**src/rtl/reg_writeback.sv**
```systemverilog
// reg_writeback: write-side front end of the 16-entry register file.
// Collects ALU and load results, arbitrates them onto the single write
// port (wr/wd/we) and keeps the pending-destination scoreboard.
// Optional feature macro: WB_BYPASS_EN (write-to-read data bypass).
module reg_writeback #(
    parameter int width = 16,
    parameter int DEPTH = 4
) (
    input  logic             clk,
    input  logic             rst_n,
    input  logic             alu_valid,
    output logic             alu_ready,
    input  logic [3:0]       alu_rd,
    input  logic [width-1:0] alu_data,
    input  logic             ld_valid,
    output logic             ld_ready,
    input  logic [3:0]       ld_rd,
    input  logic [width-1:0] ld_data,
    input  logic             pend_set,
    input  logic [3:0]       pend_rd,
    output logic [15:0]      pend,
    output logic [3:0]       wr,
    output logic [width-1:0] wd,
    output logic             we,
    input  logic [3:0]       rr1,
    input  logic [3:0]       rr2,
    input  logic [width-1:0] dr1_in,
    input  logic [width-1:0] dr2_in,
    output logic [width-1:0] dr1_out,
    output logic [width-1:0] dr2_out
);

    localparam int AW = $clog2(DEPTH);
    localparam int CW = AW + 1;
    localparam int EW = width + 4;

    // Load FIFO: each entry holds {rd, data}
    logic [EW-1:0]    mem_q [DEPTH];
    logic [AW-1:0]    rptr_q, rptr_d;
    logic [AW-1:0]    wptr_q, wptr_d;
    logic [CW-1:0]    cnt_q, cnt_d;
    logic             full, empty, push, pop;

    // Arbitration result for this cycle
    logic             sel_vld;
    logic [3:0]       sel_rd;
    logic [width-1:0] sel_data;

    // Registered write port and scoreboard
    logic             we_q, we_d;
    logic [3:0]       wr_q, wr_d;
    logic [width-1:0] wd_q, wd_d;
    logic [15:0]      pend_q, pend_d;

    assign full      = (cnt_q == CW'(DEPTH));
    assign empty     = (cnt_q == '0);
    assign ld_ready  = !full;
    assign alu_ready = !full;
    assign push      = ld_valid && !full;
    // A full FIFO always wins; otherwise the ALU has priority over queued loads.
    assign pop       = full || (!alu_valid && !empty);

    // Pick exactly one writer: FIFO head when popping, else the ALU result
    always_comb begin
        sel_vld  = 1'b0;
        sel_rd   = 4'd0;
        sel_data = '0;
        if (pop) begin
            sel_vld  = 1'b1;
            sel_rd   = mem_q[rptr_q][EW-1:width];
            sel_data = mem_q[rptr_q][width-1:0];
        end else if (alu_valid) begin
            sel_vld  = 1'b1;
            sel_rd   = alu_rd;
            sel_data = alu_data;
        end
    end

    // FIFO pointer and occupancy next state; pointers wrap modulo DEPTH
    always_comb begin
        rptr_d = rptr_q;
        wptr_d = wptr_q;
        cnt_d  = cnt_q;
        if (push) wptr_d = wptr_q + AW'(1);
        if (pop)  rptr_d = rptr_q + AW'(1);
        case ({push, pop})
            2'b10:   cnt_d = cnt_q + CW'(1);
            2'b01:   cnt_d = cnt_q - CW'(1);
            default: cnt_d = cnt_q;
        endcase
    end

    // Write port next state; r0/r15 are consumed silently and wr/wd hold
    always_comb begin
        we_d = 1'b0;
        wr_d = wr_q;
        wd_d = wd_q;
        if (sel_vld && (sel_rd != 4'd0) && (sel_rd != 4'd15)) begin
            we_d = 1'b1;
            wr_d = sel_rd;
            wd_d = sel_data;
        end
    end

    // Scoreboard: clear on the issued write, then a same-cycle set overrides it
    always_comb begin
        pend_d = pend_q;
        if (we_q) pend_d[wr_q] = 1'b0;
        if (pend_set && (pend_rd != 4'd0) && (pend_rd != 4'd15)) pend_d[pend_rd] = 1'b1;
        pend_d[0]  = 1'b0;
        pend_d[15] = 1'b0;
    end

    // Control and write-port registers; reset discards queued and in-flight writes
    always_ff @(posedge clk or negedge rst_n) begin
        if (!rst_n) begin
            rptr_q <= '0;
            wptr_q <= '0;
            cnt_q  <= '0;
            we_q   <= 1'b0;
            wr_q   <= 4'd0;
            wd_q   <= '0;
            pend_q <= '0;
        end else begin
            rptr_q <= rptr_d;
            wptr_q <= wptr_d;
            cnt_q  <= cnt_d;
            we_q   <= we_d;
            wr_q   <= wr_d;
            wd_q   <= wd_d;
            pend_q <= pend_d;
        end
    end

    // FIFO storage; contents are meaningless while empty so no reset is needed
    always_ff @(posedge clk) begin
        if (push) mem_q[wptr_q] <= {ld_rd, ld_data};
    end

    assign we   = we_q;
    assign wr   = wr_q;
    assign wd   = wd_q;
    assign pend = pend_q;

`ifdef WB_BYPASS_EN
    // Forward the write in flight to a same-address read (hardwired regs excluded)
    always_comb begin
        dr1_out = dr1_in;
        dr2_out = dr2_in;
        if (we_q && (wr_q == rr1) && (rr1 != 4'd0) && (rr1 != 4'd15)) dr1_out = wd_q;
        if (we_q && (wr_q == rr2) && (rr2 != 4'd0) && (rr2 != 4'd15)) dr2_out = wd_q;
    end
`else
    logic unused_rr;
    assign unused_rr = ^{rr1, rr2};
    assign dr1_out   = dr1_in;
    assign dr2_out   = dr2_in;
`endif

endmodule

```
**config.mk**
```make
export PLATFORM = sky130hd
export DESIGN_NAME = reg_writeback
export DESIGN_NICKNAME = d
export VERILOG_FILES = /design/src/rtl/reg_writeback.sv
export SDC_FILE = /design/constraint.sdc
export NUM_CORES = 1
export LEC_CHECK = 0
export BUFFER_PORTS_ARGS = -buffer_cell sky130_fd_sc_hd__buf_2
export CORE_MARGIN = 2
export CORE_UTILIZATION = 55
export CTS_CLUSTER_DIAMETER = 100
export DETAILED_ROUTE_END_ITERATION = 16
export GPL_TIMING_DRIVEN = 0
export PLACE_DENSITY = 0.85
export SYNTH_ARGS = -nofsm -noshare
export SYNTH_HDL_FRONTEND = slang
export SYNTH_SLANG_ARGS = --single-unit
```
**constraint.sdc**
```tcl
create_clock -name clk -period 5 [get_ports clk]
set_input_delay 0.5 -clock clk [delete_from_list [all_inputs] [get_ports clk]]
set_output_delay 0.5 -clock clk [all_outputs]
set_load 0.005 [all_outputs]
```
==> results.md <==
- P per Cell Area: 618.2 nW/µm²
- Cell variety after synth: 36
- Max VDD drop: 0.3576 mV
- Slew Limit Fails: 0
- Worst EP arrival: 3930 ps
- Yosys reg bits: 122
- Vias in the first global route: 3244
- Worst slew margin: 24.97%
- Clock Pin Slew Worst Setup and Hold Paths: 60 ps
- Starting density of the core: 56.83%
- CTS tree: built
- GRT Util Overall: 22.54%
- FP Rows: 35
- Critical Path Start Type: flip-flop
- Largest net degree at the start of global routing: 43
- Average vias per placed instance: 5.437
- Pre-CTS worst setup slack: 1600 ps
- GP Congestion: 0.8724
- Design Area, Final: 6563 µm²
- Post-Synthesis Cells: 307
- Tmin final: 3498 ps
- Clk_skew: 5.236 ps
- CTS root buf: clkbuf_8
- P_leak: 2.742 nW
- Die ar.: 10390 µm²
- Cts bufs inserted: 17
- Fmax: 285.8 MHz
- First-pass GRT wire length: 16.95 mm
- Detailed Place HPWL: 7.219 mm
- Die W: 101.9 µm
- H-tree lvl count: 4
- CP endpoint kind: flip-flop
- DP Area: 6027 µm²
- Initial antenna violation count: 0
- Wirelength per Cell: 19.19 µm
- Gr busiest metal: met2
- Synth Cell Area: 5276 µm²
- Total Neg Setup Slack: 0 ps
- RSZ-0062 raised after global routing: no
- Detailed Routing Iterations Pass 1: 4
- Area growth syn-to-layout: 24.38%
- Yosys Warn Count: 0
- Die H: 101.9 µm
- Congestion Overflow GR: 0
- GR met2 Demand/Resource: 41.09%
- Fill cells: 605
- Final hold violation count: 0
- Core area: 9284 µm²
- Mean post-synth cell area: 17.19 µm²
- Status: completed
- Worst-path fanout max: 10
- DRC: 0
- Clk_lat worst skew: 510 ps
- Io pins: 160
- Nets@finish: 539
- GRT met1 Usage: 26.77%
- Multi-input logic area: 1468 µm²
- WHS: 134.1 ps
- Max-cap viol count: 0
- Final period util: 69.97%
- Clock Tree Buf Depth: 2
- Post-Route WL: 11.24 mm
- # hold bufs at CTS: 0
- Actual slew at the worst max-slew pin: 1125 ps
- Critical Path RT: 5430 ps
- Post-CTS Resized: 0
- Diodes inserted: 0
- Final setup fails: 0
- Met3 usage: 4.446%
- Layout cells sized above 1: 51.64%
- Worst Path Class, Setup: flip-flop to flip-flop
- Post-CTS setup repair buffer count: 0
- Number of port buffers: 117
- Total vias in the final route: 3186
- Register area: 3453 µm²
- Final worst setup slack: 1502 ps
- CTS sink cnt: 122
- Min-Delay Path Class: primary input to asynchronous set/reset pin
- Sequential cell area fraction in the yosys report: 65.45%
- DR iter-0 viols: 233
- Number of routed nets with antenna violations: 0
==> per-stage QoR <==
step,cells,utilization [%],total power [mW]
6_report,586,70.69,4.057
5_1_grt,586,70.69,4.262
4_1_cts,586,70.69,4.092
3_5_place_dp,554,64.92,2.972
3_3_place_gp,554,64.92,2.906
2_1_floorplan,308,-,2.528
==> cell families after synthesis <==
family | after synthesis | synth area share [%]
flops | 122 | 65.45
other cells | 1 | 0.07107
xor+xnor | 6 | 0.9962
compound gates | 53 | 7.944
fa+ha+maj | 6 | 1.565
buf+inv | 52 | 6.806
mux | 40 | 13.99
simple gates | 27 | 3.177
==> registers in the layout, indices dropped and copies added (netlist names) <==
register and cells:
mem_q 80, wd 16, pend 14, wr 4
cnt_q 3, rptr_q 2, wptr_q 2, we 1
==> worst max-delay path, stage by stage, from the launching register on <==
cell and delay [ps]:
dfrtp_1 430, or3b_1 400, buf_6 150, a21oi_1 420
clkbuf_1 500, buf_2 360, ha_1 230, inv_1 60
fa_1 370, xor2_1 150, nor2_1 160, xor2_1 190
==> cell usage after synthesis (all sizes together) <==
cell | count | area [µm²]
nor3 | 1 | 5.000
a41oi | 1 | 27.53
mux2i | 1 | 10.01
mux4 | 20 | 450.4
xor2 | 3 | 26.28
buf | 43 | 325.3
a21oi | 1 | 5.000
o21ai | 28 | 140.1
nand3b | 4 | 30.03
nand2b | 4 | 25.02
and2 | 1 | 8.760
nand3 | 2 | 10.01
or3b | 3 | 26.28
nand2 | 4 | 15.01
nor2 | 1 | 3.750
edfxtp | 80 | 2402
o41ai | 1 | 27.53
conb | 1 | 3.750
fa | 1 | 20.02
and3 | 4 | 25.02
clkbuf | 3 | 11.26
xnor2 | 3 | 26.28
ha | 5 | 62.56
or2 | 2 | 12.51
dfrtp | 42 | 1051
inv | 6 | 22.52
nor4 | 1 | 6.260
mux2 | 19 | 277.8
a22o | 22 | 219.0
==> cells in the final DEF (no fill, tap or decap), types with 2 or more instances in the layout <==
cell / n
xor2_1: 3
mux2_4: 17
buf_1: 2
buf_6: 4
o21ai_0: 28
clkinv_4: 5
buf_2: 119
and3_1: 4
xnor2_1: 3
inv_6: 4
mux4_2: 20
dfrtp_1: 42
a22o_4: 3
nand2_1: 4
buf_4: 35
clkinvlp_4: 3
nand3_1: 2
a22o_1: 19
or2_2: 2
inv_1: 5
or3b_1: 3
clkbuf_16: 16
nand2b_1: 4
nand3b_1: 4
edfxtp_1: 80
ha_1: 5
clkbuf_1: 4
conb_1: 2
==> metal layers <==
| metal | vias to the layer above | share of wire (%) |
|---|---|---|
| met5 | - | 0 |
| met4 | 0 | 1.3 |
| met3 | 17 | 6.9 |
| met2 | 145 | 54 |
| met1 | 1602 | 38 |
| li1 | 1422 | - |
==> worst paths after layout <==
check	start	end	slack, ps	depth (start not counted)
max in group asynchronous	rst_n	wd[7]	4220	1
worst max register to register	cnt_q[0]	cnt_q[2]	1500	11
worst min-delay path	rst_n	wd[6]	130	1
worst min register to register	wd[15]	wd[15]	500	1
min in group clk	ld_data[11]	mem_q[0][11]	200	1
worst max-delay path	cnt_q[0]	cnt_q[2]	1500	11
==> power by group <==
part | switching [mW] | internal [mW]
clock network | 0.462 | 0.619
registers | 0.166 | 1.41
logic | 0.665 | 0.736
==> cell type report <==
type / count / share of cell area, %
inverters: 6 / 0.3432
well taps: 129 / 2.459
repair buffers: 117 / 8.923
clock buffers: 18 / 6.368
plain buffers: 46 / 5.129
flip-flops and latches: 122 / 52.62
clock inverters: 14 / 1.792
multi-input cells: 134 / 22.36
(Power assumes the default switching activity.)
